==> src/rtl/dm_access_ctrl.sv <==
// dm_access_ctrl: MEM-stage data-bus access and stall controller (posted uncached stores, blocking loads).
// Optional watchdog is compiled in when DM_ACCESS_TIMEOUT_EN is defined.
module dm_access_ctrl #(
    parameter int MAX_OUTSTANDING = 4,
    parameter int TIMEOUT_CYCLES  = 1024,
    localparam int CNT_W = $clog2(MAX_OUTSTANDING + 1)
) (
    input  logic             clk,
    input  logic             resetn,
    input  logic             mem_read,
    input  logic             mem_write,
    input  logic             uncached,
    input  logic             cache_stall,
    input  logic             flush,
    output logic             data_req,
    output logic             data_wr,
    input  logic             data_addr_ok,
    input  logic             data_data_ok,
    output logic             dm_stall,
    output logic             load_done,
    output logic [CNT_W-1:0] outstanding,
    output logic             timeout_err
);

    typedef enum logic [1:0] {IDLE, REQ, DRAIN, LOAD_WAIT} state_t;

    localparam logic [CNT_W-1:0] MAX_CNT = CNT_W'(MAX_OUTSTANDING);
    localparam logic [CNT_W-1:0] ONE     = CNT_W'(1);

    state_t           state, state_nxt;
    logic [CNT_W-1:0] out_cnt, out_cnt_nxt;
    logic             flushed, flushed_nxt;
    logic             wr_q, wr_nxt;
    logic             any_op, acc, bus_inc, bus_dec, wd_hit;

    assign any_op      = mem_read | mem_write;
    assign acc         = any_op & uncached & ~flush;
    assign data_req    = (state == REQ);
    assign data_wr     = wr_q;
    assign bus_inc     = data_req & data_addr_ok;
    assign bus_dec     = data_data_ok & (out_cnt != '0);
    assign outstanding = out_cnt;
    assign load_done   = (state == LOAD_WAIT) & data_data_ok & ~flushed;

`ifdef DM_ACCESS_TIMEOUT_EN
    localparam int WD_W = $clog2(TIMEOUT_CYCLES + 1);

    logic [WD_W-1:0] wd_cnt;
    logic            wd_active;

    // Any bus handshake proves the slave is alive and restarts the count.
    assign wd_active   = ((state != IDLE) | (out_cnt != '0)) & ~data_data_ok & ~data_addr_ok;
    assign wd_hit      = wd_active & (wd_cnt == WD_W'(TIMEOUT_CYCLES - 1));
    assign timeout_err = wd_hit;

    always_ff @(posedge clk or negedge resetn) begin
        if (!resetn)
            wd_cnt <= '0;
        else if (!wd_active || wd_hit)
            wd_cnt <= '0;
        else
            wd_cnt <= wd_cnt + 1'b1;
    end
`else
    assign wd_hit      = 1'b0;
    // Watchdog compiled out; TIMEOUT_CYCLES stays only so both builds share one interface.
    assign timeout_err = (TIMEOUT_CYCLES < 0);
`endif

    always_comb begin
        state_nxt   = state;
        wr_nxt      = wr_q;
        flushed_nxt = flushed;
        case (state)
            IDLE: begin
                if (acc && mem_write) begin
                    if (out_cnt < MAX_CNT) begin
                        state_nxt = REQ;
                        wr_nxt    = 1'b1;
                    end
                end else if (acc && mem_read) begin
                    wr_nxt    = 1'b0;
                    state_nxt = (out_cnt == '0) ? REQ : DRAIN;
                end
            end
            DRAIN: begin
                // A killed load must never reach the bus, so flush wins over the drain exit.
                if (flush)
                    state_nxt = IDLE;
                else if ((out_cnt == '0) || ((out_cnt == ONE) && data_data_ok))
                    state_nxt = REQ;
            end
            REQ: begin
                if (data_addr_ok)
                    state_nxt = wr_q ? IDLE : LOAD_WAIT;
            end
            LOAD_WAIT: begin
                if (data_data_ok && (out_cnt == ONE))
                    state_nxt = IDLE;
            end
            default: state_nxt = IDLE;
        endcase

        if (flush && ((state == REQ) || (state == LOAD_WAIT)))
            flushed_nxt = 1'b1;
        if (wd_hit)
            state_nxt = IDLE;
        if (state_nxt == IDLE)
            flushed_nxt = 1'b0;
    end

    always_comb begin
        out_cnt_nxt = out_cnt;
        if (bus_inc && !bus_dec)
            out_cnt_nxt = out_cnt + ONE;
        else if (!bus_inc && bus_dec)
            out_cnt_nxt = out_cnt - ONE;
        if (wd_hit)
            out_cnt_nxt = '0;
    end

    // The stall drops only in the completing cycle so the instruction advances exactly once.
    always_comb begin
        dm_stall = 1'b0;
        if (!flush && any_op) begin
            if (flushed) begin
                dm_stall = 1'b1;
            end else if (uncached) begin
                case (state)
                    REQ:       dm_stall = ~(data_addr_ok & wr_q);
                    LOAD_WAIT: dm_stall = ~data_data_ok;
                    default:   dm_stall = 1'b1;
                endcase
            end else begin
                dm_stall = cache_stall | (out_cnt != '0);
            end
        end
        if (wd_hit)
            dm_stall = 1'b0;
    end

    always_ff @(posedge clk or negedge resetn) begin
        if (!resetn) begin
            state   <= IDLE;
            out_cnt <= '0;
            flushed <= 1'b0;
            wr_q    <= 1'b0;
        end else begin
            state   <= state_nxt;
            out_cnt <= out_cnt_nxt;
            flushed <= flushed_nxt;
            wr_q    <= wr_nxt;
        end
    end

endmodule

==> config.mk <==
export PLATFORM = sky130hd
export DESIGN_NAME = dm_access_ctrl
export DESIGN_NICKNAME = d
export VERILOG_FILES = /design/src/rtl/dm_access_ctrl.sv
export SDC_FILE = /design/constraint.sdc
export NUM_CORES = 1
export LEC_CHECK = 0
export CORE_AREA = 3 3 40 42
export CTS_BUF_LIST = sky130_fd_sc_hd__clkbuf_2
export DETAILED_ROUTE_END_ITERATION = 16
export DIE_AREA = 0 0 43 45
export PLACE_DENSITY = 0.81
export SYNTH_ARGS = -nofsm -noshare
export SYNTH_HDL_FRONTEND = slang
export SYNTH_SLANG_ARGS = --single-unit
==> constraint.sdc <==
create_clock -name clk -period 1.7 [get_ports clk]
set_input_delay 0.255 -clock clk [delete_from_list [all_inputs] [get_ports clk]]
set_output_delay 0.255 -clock clk [all_outputs]
set_load 0.02 [all_outputs]
==> impl_metrics.sql <==
INSERT INTO impl_metrics (metric_group, metric, value, unit) VALUES
('setup_path', 'crit_path_cell_trace', 'inv_2 > ha_4 > nand2b_4 > nor3_2 > a31oi_1 > o21a_1 > buf_6', ''),
('global_routing', 'grt-ovfl-total', '0', ''),
('run_status', 'status', 'finished, final reports clean', ''),
('timing', 'layout_worst_path_cycle_share', '99.5', '%'),
('clock_network', 'number_of_clock_buffers_inserted_by_tritoncts', '3', ''),
('clock_network', 'cts-htree-levels', '1', ''),
('synthesis', 'postSynthNetCount', '75', ''),
('clock_network', 'clkLatencyLatePin', '230', 'ps'),
('floorplan', 'die_w', '43', 'um'),
('clock_network', 'tritoncts_num_sinks', '7', ''),
('synthesis', 'async_flop_share', '100', '%'),
('timing', 'rsz0062_at_grt', 'yes', ''),
('timing', 'timing_hold_violations_final', '0', ''),
('clock_network', 'tritoncts', 'built', ''),
('detailed_routing', 'drc_errors', '0', ''),
('clock_network', 'cts-root-to-sink-buffers', '2', ''),
('synthesis', 'synthDistinctLibCells', '26', ''),
('global_routing', 'use_met3', '3.98', '%'),
('clock_network', 'cts_hold_repair.buffers', '0', ''),
('placed_design', 'hpwlAfterDp', '1070', 'um'),
('synthesis', 'fraction_of_the_yosys_area_taken_by_sequential_cells', '33.3', '%'),
('synthesis', 'ys_dominant_reg_cell', 'sky130_fd_sc_hd__dfrtp_1', ''),
('floorplan', 'floorplan.die_area', '1940', 'um^2'),
('detailed_routing', 'post_drt_wl_per_cell', '12.2', 'um'),
('synthesis', 'post_synthesis_instance_area', '527', 'um^2'),
('global_routing', 'grt_use_total', '15.9', '%'),
('detailed_routing', 'detail_route.first_pass.iterations', '4', ''),
('timing', 'final_max_slew_viol_count', '0', ''),
('floorplan', 'start_util', '41.0', '%'),
('placed_design', 'port-buffer-count', '15', ''),
('global_routing', 'globalRouteMet2Util', '27.8', '%'),
('floorplan', 'design.portCount', '17', ''),
('setup_path', 'critical_path.max_fanout', '2', ''),
('timing', 'fmax', '591', 'MHz'),
('synthesis', 'top_cell_type_by_total_area_after_synthesis', 'sky130_fd_sc_hd__dfrtp_1', ''),
('pwr', 'static-leakage-power', '0.000414', 'uW'),
('global_routing', 'grt_pass1_wl', '2290', 'um'),
('timing', 'whs', '291', 'ps'),
('synthesis', 'yosysWarnings', '0', ''),
('floorplan', 'core-area', '1280', 'um^2'),
('global_routing', 'first_global_vias', '580', ''),
('final_layout', 'layout-drive-gt1-share', '30.9', '%'),
('clock_network', 'worst_setup_hold_path_clk_slew', '80', 'ps'),
('global_routing', 'antenna_found_initial', '0', ''),
('synthesis', 'synthCells', '61', ''),
('synthesis', 'syn-mean-instance-area', '8.64', 'um^2'),
('worst_hold_path', 'hold_path.class', 'in -> async', ''),
('clock_network', 'ctsRootBufferMaster', 'sky130_fd_sc_hd__clkbuf_2', ''),
('timing', 'skew', '1.02', 'ps'),
('synthesis', 'synth_seq_cells', '7', ''),
('pwr', 'ir_worst_vdd', '0.905', 'mV'),
('detailed_routing', 'antenna_left', '0', ''),
('floorplan', 'fp.dieH', '45', 'um'),
('job', 'max-cap-violations', '0', ''),
('global_routing', 'busiest_layer', 'met2', ''),
('detailed_routing', 'vias_per_cell', '5.05', ''),
('detailed_routing', 'vias', '550', ''),
('timing', 'fin_crit', '1690', 'ps'),
('floorplan', 'row_count', '13', ''),
('setup_path', 'startpoint_type', 'flip-flop', ''),
('global_routing', 'grt_max_degree', '8', ''),
('detailed_routing', 'drt_iter0_drc', '14', ''),
('pwr', 'total_power', '1340', 'uW'),
('synthesis', 'synth_enable_flop_cells', '0', ''),
('detailed_routing', 'routed_wirelength', '1330', 'um'),
('final_layout', 'antenna_cells', '0', ''),
('setup_path', 'crit_path_end_kind', 'primary output', ''),
('setup_path', 'critical_path.max_stage_delay', '390', 'ps'),
('final_layout', 'syn2layout_area_growth', '61.0', '%'),
('synthesis', 'yosys-top-cells-area', 'sky130_fd_sc_hd__dfrtp_1 (33%), sky130_fd_sc_hd__ha_1 (12%), sky130_fd_sc_hd__nand2_1 (6.4%)', ''),
('final_layout', 'final_net_count', '109', ''),
('setup_path', 'cp.arrival', '1440', 'ps'),
('placed_design', 'gp_routability_congestion', '0.812', ''),
('global_routing', 'grtUsageMet1', '18.4', '%'),
('timing', 'setup-violations-final', '0', ''),
('setup_path', 'cp_slowest_cell', 'sky130_fd_sc_hd__dfrtp_1', ''),
('synthesis', 'synth_top_area_share', '33.3', '%'),
('setup_path', 'required', '1440', 'ps'),
('pwr', 'power.density_cell_area', '1580', 'nW/um^2'),
('setup_path', 'path_class', 'reg -> out', '');
-- worst max-delay path, delay by kind of cell, from the launching register on --
kind / cells / cell delay (ps)
simple gates: 2 / 200
buf+inv: 2 / 210
fa+ha+maj: 1 / 150
flops: 1 / 390
compound gates: 2 / 260
-- through the flow --
step	cells	setup WS (ps)	utilization [%]	cell area (um^2)	TNS, ps
4_1_cts	108	-70.0	62.7	806	-70.0
3_5_place_dp	104	-328	61.7	793	-573
2_1_floorplan	61	88.8	-	527	0
5_1_grt	109	-124	66.0	848	-124
3_3_place_gp	104	-278	61.7	793	-495
6_report	109	7.68	66.0	848	0
-- flip-flops by register name, summed over array words and instances, names as in the netlist --
signal / flops
data_wr: 1
flushed: 1
outstanding: 3
state: 2
-- per-layer routing --
layer	part of all wire (%)	wire, um
met1	40	530
met2	54	710
met3	6.4	85
met4	0	0
met5	0	0
-- layout make-up --
type / count / area [um^2]
fill: 113 / 437
multi-input combinational: 49 / 354
timing repair buffer: 30 / 265
sequential: 7 / 175
clock buffer: 4 / 20.0
tap: 15 / 18.8
inverter: 4 / 15.0
-- synthesized netlist by cell type (2+ instances only) --
| master | number |
|---|---|
| sky130_fd_sc_hd__nand2_1 | 9 |
| sky130_fd_sc_hd__ha_1 | 5 |
| sky130_fd_sc_hd__a31oi_1 | 2 |
| sky130_fd_sc_hd__nor2_1 | 8 |
| sky130_fd_sc_hd__and2_1 | 2 |
| sky130_fd_sc_hd__o21ai_0 | 3 |
| sky130_fd_sc_hd__inv_1 | 4 |
| sky130_fd_sc_hd__dfrtp_1 | 7 |
| sky130_fd_sc_hd__xnor2_1 | 2 |
| sky130_fd_sc_hd__a21oi_1 | 3 |
-- cells in the final DEF (no fill, tap or decap), drive strengths merged, types with 2 or more instances in the layout --
master         count
nand2              9
buf               16
a21oi              3
a31oi              2
inv                4
ha                 5
dfrtp              7
clkbuf             4
nor2               8
o21ai              4
xnor2              2
clkdlybuf4s50     11
and2               3
-- cells by family after synthesis --
kind of cell,after synthesis,synth area share [%]
simple gates,26,26.1
compound gates,13,16.9
flops,7,33.3
fa+ha+maj,5,11.9
buf+inv,5,4.28
xor+xnor,3,4.99
other cells,1,0.712
mux,1,1.90
-- power by group --
group          leakage [uW]  internal, uW  switching (uW)
clock             0.0000166          62.6            63.2
sequential        0.0000878           245            71.2
combinational      0.000310           479             415
total              0.000414           787             550
-- what timing repair did --
| item | in CTS | in global routing |
|---|---|---|
| buffers inserted | 0 | 1 |
| setup endpoints to repair | 3 | 3 |
| pin swaps | 0 | 3 |
| resized for setup | 6 | 10 |
-- final timing paths --
check	slack (ps)	endpoint	cells past startpoint	start
max	8	dm_stall	7	outstanding[1]
min	290	state[0]	1	resetn
max reg2reg	120	outstanding[2]	6	state[0]
min reg2reg	600	flushed	2	flushed
max in group asynchronous	1160	outstanding[1]	1	resetn
min in group clk	600	flushed	2	flushed
(Power assumes the default switching activity.)
